File: src/rtl/dsp19x2_fir_pkg.sv
// rtl/dsp19x2_fir_pkg.sv - shared types and DSP19X2 FEEDBACK codes for the FIR tap sequencer
package dsp19x2_fir_pkg;

  typedef enum logic [1:0] {
    IDLE  = 2'd0,
    MAC   = 2'd1,
    DRAIN = 2'd2,
    OUT   = 2'd3
  } state_e;

  // The DSP holds four coefficient slots per lane, which caps the tap count.
  localparam int TAPS_MAX = 4;
  localparam int S_W      = 9;
  localparam int Z_W      = 19;

  // FEEDBACK code that parks the DSP coefficient select.
  localparam logic [2:0] FB_IDLE = 3'd0;

  // FEEDBACK codes selecting COEFFx_0..COEFFx_3.
  localparam logic [2:0] FB_COEFF [TAPS_MAX] = '{3'd4, 3'd5, 3'd6, 3'd7};

endpackage

File: src/rtl/dsp19x2_fir_lane.sv
// rtl/dsp19x2_fir_lane.sv - one FIR lane: sample delay line, tap mux and product accumulator
module dsp19x2_fir_lane
  import dsp19x2_fir_pkg::*;
#(
  parameter int TAPS  = 4,
  parameter int ACC_W = 24
) (
  input  logic             CLK,
  input  logic             RESET,
  input  logic             shift_i,
  input  logic [S_W-1:0]   sample_i,
  input  logic [1:0]       tap_sel_i,
  input  logic             tap_en_i,
  input  logic             acc_en_i,
  input  logic             zext_i,
  input  logic [Z_W-1:0]   z_i,
  output logic [S_W-1:0]   tap_o,
  output logic [ACC_W-1:0] acc_o
);

  // Slots at or beyond TAPS are never loaded, so they stay zero and never contribute.
  logic [S_W-1:0]   dline_q [TAPS_MAX];
  logic [S_W-1:0]   dline_d [TAPS_MAX];
  logic [ACC_W-1:0] acc_q, acc_d;
  logic [ACC_W-1:0] z_ext;

  // New sample enters slot 0 on accept; older samples move up and the oldest falls off.
  always_comb begin
    for (int i = 0; i < TAPS_MAX; i++) begin
      dline_d[i] = dline_q[i];
    end
    if (shift_i) begin
      dline_d[0] = sample_i;
      for (int i = 1; i < TAPS_MAX; i++) begin
        dline_d[i] = (i < TAPS) ? dline_q[i-1] : '0;
      end
    end
  end

  // Products are zero-extended only when both operands were declared unsigned.
  always_comb begin
    z_ext = {{(ACC_W-Z_W){z_i[Z_W-1] & ~zext_i}}, z_i};
    acc_d = acc_q;
    if (shift_i) begin
      acc_d = '0;
    end else if (acc_en_i) begin
      acc_d = acc_q + z_ext;
    end
  end

  // Delay line and accumulator registers.
  always_ff @(posedge CLK or negedge RESET) begin
    if (!RESET) begin
      for (int i = 0; i < TAPS_MAX; i++) begin
        dline_q[i] <= '0;
      end
      acc_q <= '0;
    end else begin
      for (int i = 0; i < TAPS_MAX; i++) begin
        dline_q[i] <= dline_d[i];
      end
      acc_q <= acc_d;
    end
  end

  assign tap_o = tap_en_i ? dline_q[tap_sel_i] : '0;
  assign acc_o = acc_q;

endmodule

File: src/rtl/dsp19x2_fir_sequencer.sv
// rtl/dsp19x2_fir_sequencer.sv - dual-lane FIR tap sequencer driving an external DSP19X2
module dsp19x2_fir_sequencer
  import dsp19x2_fir_pkg::*;
#(
  parameter int TAPS        = 4,
  parameter int DSP_LATENCY = 1,
  parameter int ACC_W       = 24
) (
  input  logic             CLK,
  input  logic             RESET,
  input  logic             s_valid,
  output logic             s_ready,
  input  logic [S_W-1:0]   s_b1,
  input  logic [S_W-1:0]   s_b2,
  input  logic             cfg_unsigned_a,
  input  logic             cfg_unsigned_b,
  output logic             m_valid,
  input  logic             m_ready,
  output logic [ACC_W-1:0] m_y1,
  output logic [ACC_W-1:0] m_y2,
  output logic [S_W-1:0]   dsp_b1,
  output logic [S_W-1:0]   dsp_b2,
  output logic [2:0]       dsp_feedback,
  output logic             dsp_unsigned_a,
  output logic             dsp_unsigned_b,
  input  logic [Z_W-1:0]   dsp_z1,
  input  logic [Z_W-1:0]   dsp_z2
);

  localparam logic [1:0] K_LAST = 2'(TAPS - 1);

  state_e                 state_q, state_d;
  logic [1:0]             k_q, k_d;
  logic [DSP_LATENCY-1:0] pipe_q, pipe_d, pipe_shift;
  logic                   ua_q, ub_q;
  logic                   s_ready_q;
  logic                   accept;
  logic                   mac_active;

  assign accept     = s_valid & s_ready_q;
  assign mac_active = (state_q == MAC);

  // The tag pipe mirrors the DSP latency; an empty shifted pipe means the last product lands now.
  always_comb begin
    pipe_shift = pipe_q << 1;
    pipe_d     = pipe_shift | (DSP_LATENCY)'(mac_active);
  end

  // Sequencing: one tap per MAC cycle, DRAIN until products are in, OUT until handed off.
  always_comb begin
    state_d = state_q;
    k_d     = k_q;
    case (state_q)
      IDLE: begin
        if (accept) begin
          state_d = MAC;
          k_d     = '0;
        end
      end
      MAC: begin
        if (k_q == K_LAST) begin
          state_d = DRAIN;
          k_d     = '0;
        end else begin
          k_d = k_q + 2'd1;
        end
      end
      DRAIN: begin
        if (pipe_shift == '0) begin
          state_d = OUT;
        end
      end
      OUT: begin
        if (m_ready) begin
          state_d = IDLE;
        end
      end
      default: state_d = IDLE;
    endcase
  end

  // Control registers; s_ready is registered so it reads 0 throughout reset.
  always_ff @(posedge CLK or negedge RESET) begin
    if (!RESET) begin
      state_q   <= IDLE;
      k_q       <= '0;
      pipe_q    <= '0;
      ua_q      <= 1'b0;
      ub_q      <= 1'b0;
      s_ready_q <= 1'b0;
    end else begin
      state_q   <= state_d;
      k_q       <= k_d;
      pipe_q    <= pipe_d;
      s_ready_q <= (state_d == IDLE);
      if (accept) begin
        ua_q <= cfg_unsigned_a;
        ub_q <= cfg_unsigned_b;
      end
    end
  end

  dsp19x2_fir_lane #(
    .TAPS  (TAPS),
    .ACC_W (ACC_W)
  ) u_lane1 (
    .CLK       (CLK),
    .RESET     (RESET),
    .shift_i   (accept),
    .sample_i  (s_b1),
    .tap_sel_i (k_q),
    .tap_en_i  (mac_active),
    .acc_en_i  (pipe_q[DSP_LATENCY-1]),
    .zext_i    (ua_q & ub_q),
    .z_i       (dsp_z1),
    .tap_o     (dsp_b1),
    .acc_o     (m_y1)
  );

  dsp19x2_fir_lane #(
    .TAPS  (TAPS),
    .ACC_W (ACC_W)
  ) u_lane2 (
    .CLK       (CLK),
    .RESET     (RESET),
    .shift_i   (accept),
    .sample_i  (s_b2),
    .tap_sel_i (k_q),
    .tap_en_i  (mac_active),
    .acc_en_i  (pipe_q[DSP_LATENCY-1]),
    .zext_i    (ua_q & ub_q),
    .z_i       (dsp_z2),
    .tap_o     (dsp_b2),
    .acc_o     (m_y2)
  );

  assign s_ready        = s_ready_q;
  assign m_valid        = (state_q == OUT);
  assign dsp_feedback   = mac_active ? FB_COEFF[k_q] : FB_IDLE;
  assign dsp_unsigned_a = ua_q;
  assign dsp_unsigned_b = ub_q;

endmodule

File: config.mk
export PLATFORM = sky130hd
export DESIGN_NAME = dsp19x2_fir_sequencer
export DESIGN_NICKNAME = d
export VERILOG_FILES = /design/src/rtl/dsp19x2_fir_pkg.sv /design/src/rtl/dsp19x2_fir_lane.sv /design/src/rtl/dsp19x2_fir_sequencer.sv
export SDC_FILE = /design/constraint.sdc
export NUM_CORES = 1
export LEC_CHECK = 0
export CORE_ASPECT_RATIO = 1.25
export CORE_UTILIZATION = 35
export DETAILED_ROUTE_END_ITERATION = 10
export HOLD_SLACK_MARGIN = 0.15
export REMOVE_ABC_BUFFERS = 1
export SYNTH_ARGS = -nofsm -noshare
export SYNTH_HDL_FRONTEND = slang
export SYNTH_SLANG_ARGS = --single-unit
File: constraint.sdc
create_clock -name CLK -period 3.3 [get_ports CLK]
set_clock_uncertainty 0.2 [all_clocks]
set_input_delay 0.33 -clock CLK [delete_from_list [all_inputs] [get_ports CLK]]
set_output_delay 0.33 -clock CLK [all_outputs]
set_load 0.1 [all_outputs]
==> Yosys cells after proc, flatten, opt, wreduce, memory -nomap -nowiden <==
Cells that the tools add are included.
Widths: inputs -> output; s select.
{ "word_totals": {"elab_cells": 59, "out_inout_bits": 73, "ff_bits": 128} }
{ "op_classes": {"eq_ne": 5, "add_sub_neg": 3, "muxes": 23, "bitwise": 6, "reduce_logical": 5, "order_cmp": 1} }
{ "op_table": {"columns": ["op", "n"], "rows": [
  ["$mux 24", 4],
  ["$mux 9", 6],
  ["$add 24x24->24", 2],
  ["$bmux 9 s2", 2],
  ["$mux 2", 5],
  ["$mux 3", 3],
  ["$pmux 2 s4", 1],
  ["$bmux 3 s2", 1],
  ["$eq 2x2->1 const B", 3],
  ["$and 1x1->1", 4],
  ["$logic_not 2->1", 2],
  ["$pmux 2 s2", 1],
  ["$reduce_bool 2->1", 2],
  ["$ge 3x3->1 const B", 1],
  ["$not 2->3", 1],
  ["$add 2x1->2 const B", 1],
  ["$eq 2x1->1 const B", 1],
  ["$ne 2x2->1 const B", 1],
  ["$reduce_and 2->1", 1],
  ["$not 1->1", 1]
]} }

==> Longest topological paths before layout <==
{ "depth": {"ltp_word": 6, "ltp_mapped": 9} }

==> Hierarchy <==
A second synthesis with hierarchy kept.
{ "unflattened": {"cells_unflattened": 765, "hier_area_um2": 8013.9} }
{ "by_module_without_submodules": {"columns": ["mod", "n_inst", "area_per_inst_um2", "cells_per_inst"], "rows": [
  ["dsp19x2_fir_lane (u_lane1)", 1, 3836.2, 369],
  ["dsp19x2_fir_lane (u_lane2)", 1, 3782.4, 362],
  ["dsp19x2_fir_sequencer", 1, 395.4, 34]
]} }

==> Worst setup path after synthesis <==
Ideal clock, no wire load.
{ "synth_timing": {"path_kind": "register -> register", "start": "register u_lane2.acc_q[0] (netlist: u_lane2.acc_o[0])", "end": "register u_lane2.acc_q[20] (netlist: u_lane2.acc_o[20])", "setup_time_ps": 126, "slack_ps": 64, "period_less_slack_ps": 3236, "required_ps": 2974, "arrival_ps": 2910, "path_stages_with_launch": 10, "path_cell_list": "dfrtp_1 ha_1 fa_1 a211oi_2 o21ai_1 a31oi_4 a2111oi_4 o311a_2 nor3_1 nor3_2"} }
{ "synth_between": {"elab_chain_cells": 3} }
{ "synth_lines": {"columns": ["element", "line_no", "rtl"], "rows": [
  ["start: declaration", "dsp19x2_fir_lane.sv:24", "logic [ACC_W-1:0] acc_q, acc_d;"],
  ["start signal: assignment", "dsp19x2_fir_lane.sv:57", "acc_q <= '0;"],
  ["start signal: assignment", "dsp19x2_fir_lane.sv:62", "acc_q <= acc_d;"],
  ["$add 24x24->24", "dsp19x2_fir_lane.sv:47", "acc_d = acc_q + z_ext;"],
  ["$mux 24", "dsp19x2_fir_lane.sv:46", "end else if (acc_en_i) begin"],
  ["$mux 24", "dsp19x2_fir_lane.sv:44", "if (shift_i) begin"]
]} }
No other way between the ends. The select of a mux whose other input is x is not followed.
A chain may end at the register's enable or synchronous reset.

==> Worst setup path after layout <==
{ "layout_timing": {"start": "register u_lane1.acc_q[0] (netlist: u_lane1.acc_o[0])", "end": "register u_lane1.acc_q[20] (netlist: u_lane1.acc_o[20])"} }
{ "layout_between": {"elab_chain_cells": 3} }
{ "layout_lines": {"columns": ["element", "line_no"], "rows": [
  ["start: declaration", "dsp19x2_fir_lane.sv:24"],
  ["start signal: assignment", "dsp19x2_fir_lane.sv:57"],
  ["start signal: assignment", "dsp19x2_fir_lane.sv:62"],
  ["$add 24x24->24", "dsp19x2_fir_lane.sv:47"],
  ["$mux 24", "dsp19x2_fir_lane.sv:46"],
  ["$mux 24", "dsp19x2_fir_lane.sv:44"]
]} }
No other way between the ends. The select of a mux whose other input is x is not followed.

==> key figures <==
STA
  – Tmin final: about 2800 ps
  – Final worst setup slack: ~460 ps
  – Final Max Slew Viols: 0
  – Fmax: approximately 350 MHz
  – # setup viols final: 0
  – Final Cycle Share: 86.0%
  – RSZ-0062 raised after global routing: false
  – Final hold vios: 0
  – Max_slew headroom: between 30 and 40%
  – Worst slew pin tran: just under 1000 ps

Critical path
  – Startpoint types: flop
  – Crit-path max cell delay: roughly 440 ps
  – Worst Path Class, Setup: flop to flop
  – Critical Path RT: approximately 3400 ps
  – Origin of the critical flop-to-flop path: u_lane1.acc_o[0]$_DFFE_PN0P_
  – Slowest-stage cell, CP: fa_1
  – CP Capture Type: flop
  – Crit path from: u_lane1.acc_o[0]$_DFFE_PN0P_
  – Crit path DAT: a little under 3000 ps
  – Crit-path max FO: 3
  – Worst path cell trace: ha_1, fa_1, a211oi_2, o21ai_1, nand3b_1, a211oi_1, or3_1, and4_1, or2_1

Route
  – Via density: 5.09
  – ANT nets after route: 0
  – WL/cell: 15.6 microns
  – # DRC: 0
  – Via count: between 6000 and 7000
  – Initial DRC count: 350
  – First-pass DRT Iterations: 4
  – Post-Route WL: 20700 microns

Clock network
  – CTS tree: done
  – CTS Sinks: between 100 and 150
  – Post-CTS setup repair buffer count: 0
  – Worst-Skew Late Latency: 420 ps
  – Longest Clk Path Bufs: 2
  – Root buf cell: clkbuf_16
  – H-tree depth: 4
  – Clock slew at reported path FFs: 60 ps
  – Cts repair resizes: 0
  – CTS buffer count: 17
  – Cts-stage hold buffer count: 1

Placement
  – Post-DP HPWL: between 10000 and 15000 microns
  – Pre-CTS setup slack: approximately 140 ps
  – Port-buffer cells: ~130
  – RePlAce Congestion: between 0.8 and 0.9

Min path
  – Hold path start: s_b2[1]
  – Hold Crit Class: input port to flop

Synthesis
  – Compound-gate portion of the synthesized area: around 17%
  – Syn Std Cell Area: 7990 sq um
  – Mean Syn Cell Area: ~8.9 sq um
  – Synthesized-area fraction occupied by xor and xnor cells: 3.07%
  – Main combinational cell family by area after synthesis: simple AND/OR/NAND/NOR gates
  – Synth Flop Type: dfrtp_1
  – Register area share after synthesis: approximately 40%
  – Yosys reg bits: between 100 and 150
  – Yosys warnings: 0
  – Ys async rst share: 100%
  – Mapped Cells: around 900
  – Simple-gate share of the synthesized area: approximately 22%
  – Mux cell area share after synthesis: just under 8%
  – Post-Synth Adder-Cell Area: slightly above 7%
  – EDFF count, synth: 0
  – Cell variety after synth: 70

Floorplanning
  – DIE AREA: roughly 23000 sq um
  – Placement row count: 61
  – Core Region: between 20000 and 25000 sq um
  – Die Wd: ~140 microns
  – Die height: 171 microns
  – Starting Density: a little over a third
  – Io pins: approximately 140

Global route
  – Initial antenna violation count: 0
  – Global-route wire length before repair: between 30000 and 40000 microns
  – Total GRT Usage: between 10% and 20%
  – Vias in the first global route: slightly below 7000
  – Remaining Overflow, GRT: 0
  – Pin count of the biggest net entering global routing: 71

Finish
  – Final nets: around 1100
  – Sequential Area: 3200 sq um
  – Fill cell count: approximately 2200
  – Most frequent cells in the layout: nand2_1, dfrtp_1, buf_4, nor2_1, clkdlybuf4s50_1
  – Footprint of the multi-input gates: between 4000 and 5000 sq um
  – Layout cell share with drive strength beyond 1: 16.6%
  – Commonest non-fill, non-tap cell in the layout: nand2_1
  – P&R area growth vs syn: 29.8%

Outcome
  – Status: complete, no violations

Run
  – MaxCap Viol Count: 0
[Yosys cell counts, drive strengths merged, types with 3 or more instances]
cell	n	area, sq um
nand2	276	1040
dfrtp	128	3200
nor2	65	244
a21oi	54	282
o21ai	47	235
ha	43	538
clkbuf	33	129
and2	25	156
mux2i	21	210
a211oi	19	163
mux4	18	405
xnor2	15	131
nand3	14	70.1
xor2	13	114
a21o	12	90.1
buf	12	72.6
inv	11	41.3
nor3	10	71.3
o21bai	10	75.1
a31oi	6	52.6
o211ai	6	45.0
o21a	6	45.0
o31ai	6	50.1
nand2b	5	31.3
nand4	5	37.5
a311oi	3	38.8
or2	3	18.8
or3	3	18.8
[sequential cells by signal, summed over array words and instances, names as in the netlist]
| signal | count |
|---|---|
| k_q | 2 |
| state_q | 2 |
| dsp_unsigned_b | 1 |
| u_lane1.dline_q | 36 |
| u_lane2.acc_o | 24 |
| dsp_unsigned_a | 1 |
| u_lane2.dline_q | 36 |
| pipe_q | 1 |
| u_lane1.acc_o | 24 |
| s_ready | 1 |
[cell families (layout without fill, tap and decap cells)]
group / count (synthesis) / after routing
and+or+nand+nor: 415 / 415
xor gates and xnor gates: 28 / 28
other: 0 / 1
buffers and inverters: 56 / 200
muxes: 40 / 40
adders and majority gates: 45 / 45
DFF: 128 / 128
AOI/OAI and AO/OA: 189 / 189
[path summary, 6_finish.rpt]
kind | end | slack [ps] | cells past startpoint
setup / recovery | u_lane1.acc_o[20]$_DFFE_PN0P_ | 460 | 9
hold / removal | u_lane2.dline_q[28]$_DFFE_PN0P_ | 230 | 3
setup reg to reg | u_lane1.acc_o[20]$_DFFE_PN0P_ | 460 | 9
hold reg to reg | u_lane1.dline_q[5]$_DFFE_PN0P_ | 270 | 2
max in group asynchronous | u_lane1.dline_q[13]$_DFFE_PN0P_ | 1850 | 3
min in group asynchronous | u_lane2.dline_q[33]$_DFFE_PN0P_ | 280 | 2
[layout make-up]
cell class	instances	share of cell area (%)
sequential	128	30.9
clock inverter	14	1.74
inverter	11	0.398
antenna	1	0.0241
multi-input combinational	717	43.9
timing repair buffer	157	15.5
clock buffer	18	4.14
tap	283	3.42
[critical path, delay by kind of cell (launching register included)]
| kind | cells | cell delay, ps |
|---|---|---|
| AND/OR/NAND/NOR | 4 | 930 |
| adder cells (fa/ha/maj) | 2 | 690 |
| AO/OA/AOI/OAI | 3 | 500 |
| flip-flops | 1 | 400 |
[stage by stage]
stage | instances | util (%) | TNS [ps] | hold WS (ps) | instance area [sq um]
2_1_floorplan | 856 | - | -20830 | -166 | 7780
3_3_place_gp | 1295 | 43.7 | 0 | 203 | 9750
3_5_place_dp | 1295 | 43.7 | 0 | 199 | 9750
4_1_cts | 1328 | 46.5 | 0 | 214 | 10400
5_1_grt | 1328 | 46.5 | 0 | 233 | 10400
6_report | 1329 | 46.5 | 0 | 230 | 10400
[layer usage]
layer | up-vias | wire, microns | track usage, %
li1 | 3390 | - | -
met1 | 3243 | 9210 | 23.5
met2 | 117 | 10400 | 31.9
met3 | 19 | 816 | 3.64
met4 | 0 | 265 | 5.26
met5 | - | 0 | 0
Power is left out: the tool's default activity adds up to more than one toggle a clock period on the data nets, which glitch-free logic cannot reach.
